<file path="config.mk">
export PLATFORM = sky130hd
export DESIGN_NAME = draw_scheduler
export DESIGN_NICKNAME = d
export VERILOG_FILES = /design/src/rtl/draw_scheduler.sv
export SDC_FILE = /design/constraint.sdc
export NUM_CORES = 1
export LEC_CHECK = 0
export BUFFER_PORTS_ARGS = -buffer_cell sky130_fd_sc_hd__buf_2
export CAP_MARGIN = 15
export CORE_MARGIN = 2
export CORE_UTILIZATION = 45
export CTS_CLUSTER_SIZE = 10
export DETAILED_ROUTE_END_ITERATION = 6
export HOLD_SLACK_MARGIN = 0.15
export PLACE_DENSITY = 0.74
export SLEW_MARGIN = 5
export SYNTH_ARGS = -nofsm -noshare
export SYNTH_HDL_FRONTEND = slang
export SYNTH_SLANG_ARGS = --single-unit
</file>
<file path="constraint.sdc">
create_clock -name clk -period 2.6 [get_ports clk]
set_input_delay 0.26 -clock clk [delete_from_list [all_inputs] [get_ports clk]]
set_output_delay 0.26 -clock clk [all_outputs]
set_load 0.02 [all_outputs]
</file>
<file path="src/rtl/draw_scheduler.sv">
// Arbitrates the board redraw engine and the tetromino engine onto the single VGA plot port.
// Requests are queued as pending flags and served board-first, then clear-old / draw-new.
module draw_scheduler #(
   parameter int TIMEOUT = 2048,
   parameter int GAP     = 1
) (
   input  logic       clk,
   input  logic       reset,
   input  logic       req_board,
   input  logic       req_move,
   input  logic [4:0] old_x,
   input  logic [5:0] old_y,
   input  logic [4:0] new_x,
   input  logic [5:0] new_y,
   input  logic [2:0] block,
   output logic       busy,
   output logic       done,
   output logic       error,
   output logic       board_en,
   input  logic       board_finished,
   input  logic [7:0] board_x,
   input  logic [6:0] board_y,
   input  logic [5:0] board_colour,
   output logic       tet_en,
   output logic       tet_clear,
   output logic [4:0] tet_x,
   output logic [5:0] tet_y,
   output logic [2:0] tet_block,
   input  logic       tet_complete,
   input  logic [7:0] tet_vx,
   input  logic [6:0] tet_vy,
   input  logic [5:0] tet_colour,
   output logic [7:0] vga_x,
   output logic [6:0] vga_y,
   output logic [5:0] vga_colour,
   output logic       vga_plot
);

   typedef enum logic [2:0] {IDLE, BOARD, GAP1, TCLR, GAP2, TDRAW, FIN} state_t;

   localparam int CMAX = (TIMEOUT > GAP) ? TIMEOUT : GAP;
   localparam int CW   = $clog2(CMAX + 1);

   state_t        state, state_next;
   logic [CW-1:0] cnt;
   logic          pend_board, pend_move;
   logic          serve_board, serve_move, abort;
   logic          first, timeout, gap_end;
   logic [4:0]    hold_old_x, hold_new_x, act_old_x, act_new_x;
   logic [5:0]    hold_old_y, hold_new_y, act_old_y, act_new_y;
   logic [2:0]    hold_block, act_block;

   assign first   = (cnt == '0);
   assign timeout = (cnt == CW'(TIMEOUT - 1));
   assign gap_end = (cnt == CW'(GAP - 1));
   assign busy    = (state != IDLE) | pend_board | pend_move;

   // One counter serves as both the gap timer and the per-pass watchdog; it restarts on every state change.
   always_ff @(posedge clk) begin
      if (reset) begin
         state <= IDLE;
         cnt   <= '0;
      end else begin
         state <= state_next;
         if (state_next != state)
            cnt <= '0;
         else if (state inside {BOARD, GAP1, TCLR, GAP2, TDRAW})
            cnt <= cnt + 1'b1;
      end
   end

   // Pending requests, the move coordinates waiting for service, and the copy the running passes use.
   always_ff @(posedge clk) begin
      if (reset) begin
         pend_board <= 1'b0;
         pend_move  <= 1'b0;
         error      <= 1'b0;
         hold_old_x <= '0;
         hold_old_y <= '0;
         hold_new_x <= '0;
         hold_new_y <= '0;
         hold_block <= '0;
         act_old_x  <= '0;
         act_old_y  <= '0;
         act_new_x  <= '0;
         act_new_y  <= '0;
         act_block  <= '0;
      end else begin
         pend_board <= req_board | (pend_board & ~serve_board);
         pend_move  <= req_move | (pend_move & ~serve_move);
         if (abort)
            error <= 1'b1;
         if (req_move) begin
            hold_old_x <= old_x;
            hold_old_y <= old_y;
            hold_new_x <= new_x;
            hold_new_y <= new_y;
            hold_block <= block;
         end
         if (serve_move) begin
            act_old_x <= hold_old_x;
            act_old_y <= hold_old_y;
            act_new_x <= hold_new_x;
            act_new_y <= hold_new_y;
            act_block <= hold_block;
         end
      end
   end

   // The first cycle of every engine pass is its reset edge, so plotting starts on the second cycle.
   always_comb begin
      state_next  = state;
      serve_board = 1'b0;
      serve_move  = 1'b0;
      abort       = 1'b0;
      done        = 1'b0;
      board_en    = 1'b0;
      tet_en      = 1'b0;
      tet_clear   = 1'b0;
      tet_x       = '0;
      tet_y       = '0;
      tet_block   = '0;
      vga_x       = '0;
      vga_y       = '0;
      vga_colour  = '0;
      vga_plot    = 1'b0;
      case (state)
         IDLE, FIN: begin
            done = (state == FIN);
            if (pend_board) begin
               state_next  = BOARD;
               serve_board = 1'b1;
            end else if (pend_move) begin
               state_next = TCLR;
               serve_move = 1'b1;
            end else begin
               state_next = IDLE;
            end
         end
         BOARD: begin
            board_en   = 1'b1;
            vga_x      = board_x;
            vga_y      = board_y;
            vga_colour = board_colour;
            vga_plot   = !first && !board_finished;
            if (!first && board_finished)
               state_next = pend_move ? GAP1 : FIN;
            else if (timeout) begin
               state_next = FIN;
               abort      = 1'b1;
            end
         end
         GAP1: begin
            if (gap_end) begin
               state_next = TCLR;
               serve_move = 1'b1;
            end
         end
         GAP2: begin
            if (gap_end)
               state_next = TDRAW;
         end
         TCLR, TDRAW: begin
            tet_en     = 1'b1;
            tet_clear  = (state == TCLR);
            tet_x      = (state == TCLR) ? act_old_x : act_new_x;
            tet_y      = (state == TCLR) ? act_old_y : act_new_y;
            tet_block  = act_block;
            vga_x      = tet_vx;
            vga_y      = tet_vy;
            vga_colour = tet_colour;
            vga_plot   = !first && !tet_complete;
            if (tet_complete)
               state_next = (state == TCLR) ? GAP2 : FIN;
            else if (timeout) begin
               state_next = FIN;
               abort      = 1'b1;
            end
         end
         default: state_next = IDLE;
      endcase
   end

endmodule

</file>
Word-level counts from Yosys, hierarchy flattened
Index checks and enable logic that the tools add are counted.
- register bits after elaboration: 68
- input port bits: 73
- output and inout bits: 42
- logic and storage cells: 78
- add/subtract/negate cells: 1
- eq/ne operators: 8
- mux-type cells: 33
- bitwise logic cells: 8
- reductions and logical operators: 13
- operators by type and width (cell ; count):
    two-way mux 3 bit ; 7
    one-hot mux 8 bit (2 select lines) ; 1
    one-hot mux 3 bit (5 select lines) ; 1
    one-hot mux 7 bit (2 select lines) ; 1
    adder 12 x 1 -> 12 bit, second input constant ; 1
    equality test 12 x 11 -> 1 bit, second input constant ; 1
    zero test 12 bit ; 1
    two-way mux 1 bit ; 12
    two-way mux 6 bit ; 2
    one-hot mux 6 bit (2 select lines) ; 1
    two-way mux 5 bit ; 2
    equality test 3 bit, second input constant ; 3
    equality test 3 x 2 -> 1 bit, second input constant ; 2
    two-way mux 2 bit ; 3
    one-hot mux 1 bit (2 select lines) ; 3
    OR reduction 2 bit ; 3
    nonzero test 5 bit ; 1
    bitwise OR 1 bit ; 4
    equality test 3 x 1 -> 1 bit, second input constant ; 1
    logical AND 1 bit ; 3
    zero test 1 bit ; 3
    zero test 3 bit ; 1
    inequality test 3 bit ; 1
    nonzero test 3 bit ; 1
    other kinds (2) ; 4

Depth between registers and ports, before layout
Gate-level depths: netlist of the first run.
- depth after elaboration: 7
- gate-level depth with buffers: 9
- depth with buffers taken out: 7

Worst setup path after synthesis of the first run
No wires, ideal clock.
- path type: reg-to-output
- start: register state[1]
- end: output port tet_x[0]
- arrival time: 1662 ps
- required time: 2340 ps
- setup slack: 678 ps
- stages on the path, launching flop included: 9
- buffers on the path: 3
- path through: dfxtp_1 buf_4 buf_2 nor2b_1 nand2_1 inv_1 buf_2 nand2_1 a21oi_1
- word-level cells in the longest chain between the ends: 3
- elaborated cells on any way between the ends: 5
- classes of those cells: eq/ne: 2; mux: 2; reduce/logical: 1
- RTL lines (item ; RTL line ; source):
    from (decl) ; 44 ; state_t state, state_next;
    from (signal assigned) ; 64 ; state <= state_next;
    equality test 3 x 2 -> 1 bit or equality test 3 bit (tied branches) ; 127, 166 ;
    two-way mux 5 bit or OR reduction 2 bit (tied branches) ; 166, 127 ;
    two-way mux 5 bit * ; 127 ; case (state)
    to (decl) ; 26 ; output logic [4:0] tet_x,
Every way passes the cells marked *; elsewhere a longest branch is shown, timed or not.

Worst setup path after layout of the first run
- start: register state[1]
- end: output port tet_x[3]
Same word-level chain as after synthesis.

==> impl_metrics.env, run 1 <==
export IMPL_outcome="completed"
export IMPL_ys_ff_latch=68
export IMPL_synthFlopType="dfxtp_1"
export IMPL_num_vias=3050
export IMPL_synthArstFlopShare_pct=0
export IMPL_dieArea_um2=8135
export IMPL_route_met3_wl_um=460
export IMPL_synth_edf_count=0
export IMPL_worst_slack_ns=0.2293
export IMPL_dpl_cell_area_um2=3974
export IMPL_yosysWarnings=0
export IMPL_critPathTopFamily="buffers and inverters"
export IMPL_finalHoldViolCount=0
export IMPL_cts_max_path_buffers=2
export IMPL_wl_per_cell_um=14.25
export IMPL_totalWireLength_mm=8.567
export IMPL_final_cell_mix="buf_2, nor2_1, dfxtp_1"
export IMPL_row_count=31
export IMPL_syn_nets=453
export IMPL_clock_sinks=68
export IMPL_route_detailed_drc=0
export IMPL_cpPeakStageDelay_ns=0.53
export IMPL_worst_path_stages=6
export IMPL_antenna_left=0
export IMPL_fin_crit_ns=2.371
export IMPL_p_int_mw=2.454
export IMPL_startpoint_type="flop"
export IMPL_finalMaxSlewViolations=0
export IMPL_postLayoutCoreUtil_pct=60.44
export IMPL_grt_pass1_vias=3066
export IMPL_dpl_hpwl_mm=6.151
export IMPL_die_y_um=90.20
export IMPL_cp_common_cell="nand2_1"
export IMPL_syn_area_um2=3343
export IMPL_mostFrequentLayoutCell="buf_2"
export IMPL_htree_levels=3
export IMPL_clkPwrFrac_pct=30.7
export IMPL_drt_iter0_drc=108
export IMPL_end_kind="output port"
export IMPL_rsz0062_at_grt="false"
export IMPL_arrival_ns=2.11
export IMPL_overflow=0
export IMPL_seqPwrFrac_pct=32.6
export IMPL_netlist_instances=378
export IMPL_finalInstanceArea_um2=4360
export IMPL_ctsRootBufferMaster="clkbuf_8"
export IMPL_floorplan_initialDensity_pct=46.34
export IMPL_skew_ns=0.006483
export IMPL_area_delta_synth_final_pct=30.43
export IMPL_post_place_ws_ns=0.4314
export IMPL_drv_cap=0
export IMPL_path_clk_slew_ns=0.08
export IMPL_cts_tree="done"
export IMPL_crit_type="reg -> out"
export IMPL_grt_pass1_wl_mm=13.92
export IMPL_ff2ff_path_depth=8
export IMPL_powerDensity_nw_per_um2=872.7
export IMPL_swShare_pct=35.50
export IMPL_p_leak_nw=2.099
export IMPL_nets=572
export IMPL_drt_met1_wl_mm=3.729
export IMPL_core_area_um2=7214
export IMPL_power_mw=3.805
export IMPL_worst_slew_pin_slew_ns=0.7869
export IMPL_tns_ns=0
export IMPL_fmax_ghz=0.4218
export IMPL_die_x_um=90.20
export IMPL_pwr_share_comb_pct=36.7
export IMPL_clock_latency_ns=0.35
export IMPL_hold_class="in -> reg"
export IMPL_setup_viol=0
export IMPL_critical_path_buf_inv_count=2
export IMPL_highest_layer="met4"
export IMPL_fillers=685
export IMPL_track_usage_pct=20.79
export IMPL_dr_wl_met2_mm=4.274
export IMPL_grt_max_degree=57
export IMPL_crit_chain="nor2b_1, nand2_1, inv_1, nand2_1, a21oi_1, buf_2"
export IMPL_ir_drop_mv=0.5063
export IMPL_via_per_inst=5.075
export IMPL_worstPathRequired_ns=2.34
export IMPL_ys_seq_area_share_pct=40.72
export IMPL_switchingPower_mw=1.351
export IMPL_antenna_found_initial=0
export IMPL_whs_path_depth=3
export IMPL_period_share_pct=91.18
export IMPL_max_slew_margin_pct=47.54
export IMPL_first_pass_iters=4
export IMPL_synthDistinctLibCells=46
export IMPL_ios=115
export IMPL_drive_gt1_share_pct=31.08
export IMPL_numCtsBuffers=9
export IMPL_port_buffers=114
export IMPL_avgSynthCellArea_um2=8.844
export IMPL_slowest_stage="dfxtp_2"
export IMPL_n_antenna_cell=0
export IMPL_cp_max_fo=17
export IMPL_gp_congestion=0.9096
[cells in the mapped netlist (2+ instances only)]
cell       n  share of area (%)
dfxtp_1   68                 41
nor2_1    66                7.4
mux2i_1   54                 16
nand2_1   41                4.6
a21oi_1   23                3.4
a22o_1    19                5.0
clkbuf_1  12                1.3
inv_1     11                1.2
xor2_1     7                1.8
o21ai_0    6               0.90
buf_1      4               0.45
buf_2      4               0.60
nand4_1    4               0.75
nor3_1     4               0.60
xnor2_1    4                1.0
a31oi_1    3               0.56
and3_1     3               0.56
buf_6      3                1.0
nand2b_1   3               0.56
nor2b_1    3               0.56
nor3b_1    3               0.67
nor4_1     3               0.56
a211oi_1   2               0.45
and2_1     2               0.37
buf_4      2               0.45
ha_1       2               0.75
nand3_1    2               0.30
nor4_2     2               0.75
[layer usage]
metal  up-vias  global-route usage, %
li1       1541                      -
met1      1416                  24.75
met2        80                  36.28
met3        13                  5.700
met4         0                  6.667
met5         -                      0
[worst register-to-register path, delay by kind of cell (launching register included)]
family,cells,cell delay [ns]
flops,1,0.33
simple gates,3,0.47
mux,1,0.18
compound gates,1,0.41
fa+ha+maj,1,0.15
buf+inv,2,0.34
[registers in the layout, summed over array words and instances, names as in the netlist]
register	count
hold_old_y	6
pend_move	1
pend_board	1
act_new_x	5
act_old_y	6
error	1
act_old_x	5
hold_old_x	5
act_new_y	6
hold_block	3
act_block	3
state	3
hold_new_x	5
cnt	12
hold_new_y	6
[cells by family after synthesis]
logic type | Yosys count | share of synthesized area [%]
AND/OR/NAND/NOR | 143 | 20.02
XOR/XNOR | 11 | 2.882
AO/OA/AOI/OAI | 61 | 13.59
buffers and inverters | 37 | 5.202
multiplexers | 55 | 16.50
flip-flops | 68 | 40.72
adder cells (fa/ha/maj) | 3 | 1.085
[through the flow]
step,cells,hold slack [ns]
detailed placement,574,0.4435
CTS,601,0.1501
finish,601,0.1542
global placement,574,0.4352
floorplan,378,0.3895
global route,601,0.1595
[path summary, 6_finish.rpt]
| path | from | endpoint | slack, ns |
|---|---|---|---|
| worst max-delay path | state[1]$_SDFF_PP0_ | tet_x[3] | 0.23 |
| worst min-delay path | old_x[4] | hold_old_x[4]$_SDFFE_PP0P_ | 0.15 |
| worst max register to register | cnt[0]$_SDFFE_PP0P_ | act_new_x[0]$_SDFFE_PP0P_ | 0.60 |
| worst min register to register | error$_SDFFE_PP0P_ | error$_SDFFE_PP0P_ | 0.45 |
[cell type report]
cell class                      instances  area [µm²]  area share [%]
Tap cell                               99       123.9           2.841
Sequential cell                        68        1364           31.28
Clock inverter                          7       146.4           3.357
Timing Repair Buffer                  133       740.7           16.99
Inverter                               12       48.80           1.119
Multi-Input combinational cell        273        1813           41.58
Clock buffer                            9       123.9           2.841
[what timing repair did]
item | 4_1_cts | 5_1_grt
endpoints found under the hold margin | 11 | 0
gates resized for setup | 0 | 3
setup buffers | 0 | 0
setup endpoints to repair | 0 | 30
hold buffers | 11 | 0
[power by group through the flow]
stage | Sequential, mW | Combinational, mW | Clock [mW]
6_report | 1.24 | 1.40 | 1.17
2_1_floorplan | 1.18 | 1.10 | 0
3_5_place_dp | 1.26 | 1.38 | 0
3_3_place_gp | 1.25 | 1.36 | 0
4_1_cts | 1.24 | 1.40 | 1.18
5_1_grt | 1.25 | 1.51 | 1.23
Power figures use the tool's default switching activity.
==> run 2, diff against run 1 <==
--- a/config.mk
+++ b/config.mk
@@ -12,7 +12,7 @@
 export CTS_CLUSTER_SIZE = 10
 export DETAILED_ROUTE_END_ITERATION = 6
 export HOLD_SLACK_MARGIN = 0.15
-export PLACE_DENSITY = 0.74
+export PLACE_DENSITY_LB_ADDON = 0.12
 export SLEW_MARGIN = 5
 export SYNTH_ARGS = -nofsm -noshare
 export SYNTH_HDL_FRONTEND = slang
==> run 2 against run 1 <==
Global-route usage grew 0.22 points. Fmax grew 0.90%. Clock skew grew 0.0014 ns. Sequential share of layout area shrank 0.11 points. Critical endpoint is now tet_y[0]. Largest power group unchanged. Highest routed layer unchanged.
==> impl_metrics.env, run 2 (same netlist as run 1, synthesis figures left out) <==
export IMPL_outcome="completed"
export IMPL_die_x_um=90.20
export IMPL_cts_max_path_buffers=2
export IMPL_startpoint_type="flop"
export IMPL_ios=115
export IMPL_drv_cap=0
export IMPL_setup_viol=0
export IMPL_antenna_found_initial=0
export IMPL_htree_levels=3
export IMPL_clock_sinks=68
export IMPL_grt_pass1_wl_mm=14.04
export IMPL_p_leak_nw=2.101
export IMPL_end_kind="output port"
export IMPL_dieArea_um2=8135
export IMPL_cts_tree="done"
export IMPL_critPathTopFamily="buffers and inverters"
export IMPL_grt_pass1_vias=2944
export IMPL_final_cell_mix="buf_2, nor2_1, dfxtp_1"
export IMPL_area_delta_synth_final_pct=30.88
export IMPL_num_vias=3115
export IMPL_period_share_pct=90.37
export IMPL_fmax_ghz=0.4256
export IMPL_path_clk_slew_ns=0.07
export IMPL_largest_register="cnt"
export IMPL_gp_congestion=0.8862
export IMPL_n_antenna_cell=0
export IMPL_drt_iter0_drc=192
export IMPL_track_usage_pct=21.01
export IMPL_critical_path_buf_inv_count=2
export IMPL_fin_crit_ns=2.350
export IMPL_largest_reg_flops=12
export IMPL_nets=577
export IMPL_row_count=31
export IMPL_postCtsSetupBuffers=0
export IMPL_route_detailed_drc=0
export IMPL_hold_class="in -> reg"
export IMPL_powerDensity_nw_per_um2=820.7
export IMPL_totalWireLength_mm=8.349
export IMPL_port_buffers=114
export IMPL_arrival_ns=2.09
export IMPL_rsz0062_at_grt="false"
export IMPL_finalHoldViolCount=0
export IMPL_first_pass_iters=5
export IMPL_mostFrequentLayoutCell="buf_2"
export IMPL_wl_per_cell_um=13.78
export IMPL_finalMaxSlewViolations=0
export IMPL_power_mw=3.591
export IMPL_fillers=670
export IMPL_skew_ns=0.007907
export IMPL_grt_max_degree=57
export IMPL_worstPathRequired_ns=2.34
export IMPL_via_per_inst=5.140
export IMPL_ir_drop_mv=0.5931
export IMPL_cpPeakStageDelay_ns=0.52
export IMPL_crit_type="reg -> out"
export IMPL_worst_slew_pin_slew_ns=0.8133
export IMPL_crit_chain="nor2b_1, nand2_1, inv_1, nand2_1, a21oi_1, buf_2"
export IMPL_cp_max_fo=17
export IMPL_antenna_left=0
export IMPL_floorplan_initialDensity_pct=46.34
export IMPL_ctsRootBufferMaster="clkbuf_8"
export IMPL_numCtsBuffers=9
export IMPL_max_slew_margin_pct=45.78
export IMPL_slowest_stage="dfxtp_2"
export IMPL_dpl_hpwl_mm=5.880
export IMPL_core_area_um2=7214
export IMPL_tns_ns=0
export IMPL_die_y_um=90.20
export IMPL_drive_gt1_share_pct=30.57
export IMPL_clock_latency_ns=0.34
export IMPL_overflow=0
export IMPL_cp_common_cell="nand2_1"
## run 2: changes by cell type in the layout (fill, tap and decap cells not counted), sizes merged
cell	before	now
clkbuf	9	12
bufinv	4	1
clkinvlp	1	2
buf	122	121
dlygate4sd3	11	17
clkinv	2	1
## run 2: power breakdown
part,leakage (nW),internal (mW),switching (mW),total [mW]
registers,0.556,1.13,0.112,1.24
clock network,0.109,0.527,0.416,0.942
logic,1.44,0.591,0.817,1.41
total,2.10,2.25,1.34,3.59
## run 2: per-stage QoR
| stage | cell area [µm²] | hold WS, ns | util, % | setup slack (ns) | cells |
|---|---|---|---|---|---|
| 2_1_floorplan | 3343 | 0.3895 | - | 0.6781 | 378 |
| 6_report | 4375 | 0.1562 | 60.65 | 0.2504 | 606 |
| 3_3_place_gp | 3979 | 0.4289 | 55.15 | 0.4580 | 573 |
| 5_1_grt | 4375 | 0.1698 | 60.65 | 0.07105 | 606 |
| 4_1_cts | 4369 | 0.1506 | 60.56 | 0.03329 | 606 |
| 3_5_place_dp | 3979 | 0.4405 | 55.15 | 0.3755 | 573 |
## run 2: final cells by class
cell class	count	area [µm²]	area share (%)
multi-input cells	273	1813	41.44
flip-flops and latches	68	1364	31.17
repair buffers	138	805.8	18.42
clock buffers	12	165.2	3.775
well taps	99	123.9	2.831
clock inverters	4	55.05	1.258
inverters	12	48.80	1.115
## run 2: final timing paths
check	from	end	slack (ns)	cells after the start
setup / recovery	state[1]$_SDFF_PP0_	tet_y[0]	0.25	6
setup reg to reg	cnt[0]$_SDFFE_PP0P_	cnt[9]$_SDFFE_PP0P_	0.55	7
hold / removal	new_y[2]	hold_new_y[2]$_SDFFE_PP0P_	0.16	3
hold reg to reg	error$_SDFFE_PP0P_	error$_SDFFE_PP0P_	0.45	2
## run 2: worst reg2reg max path, cell delays in order, from the launching register on
cell	delay (ns)
dfxtp_1	0.36
inv_1	0.08
ha_1	0.22
nor4b_4	0.14
and3_4	0.21
a2111oi_4	0.54
o311ai_4	0.26
nor2_1	0.17
## run 2: timing repair
item,in CTS,in global routing
endpoints found under the setup margin,0,31
hold endpoints to repair,17,0
gates resized for setup,0,3
hold buffers,17,0
## run 2: routing by layer
| layer | wire (µm) | vias to the layer above | GRT usage (%) |
|---|---|---|---|
| li1 | - | 1549 | - |
| met5 | 0 | - | 0 |
| met2 | 3974 | 109 | 32.58 |
| met1 | 3713 | 1437 | 27.60 |
| met4 | 204 | 0 | 9.872 |
| met3 | 456 | 20 | 5.029 |
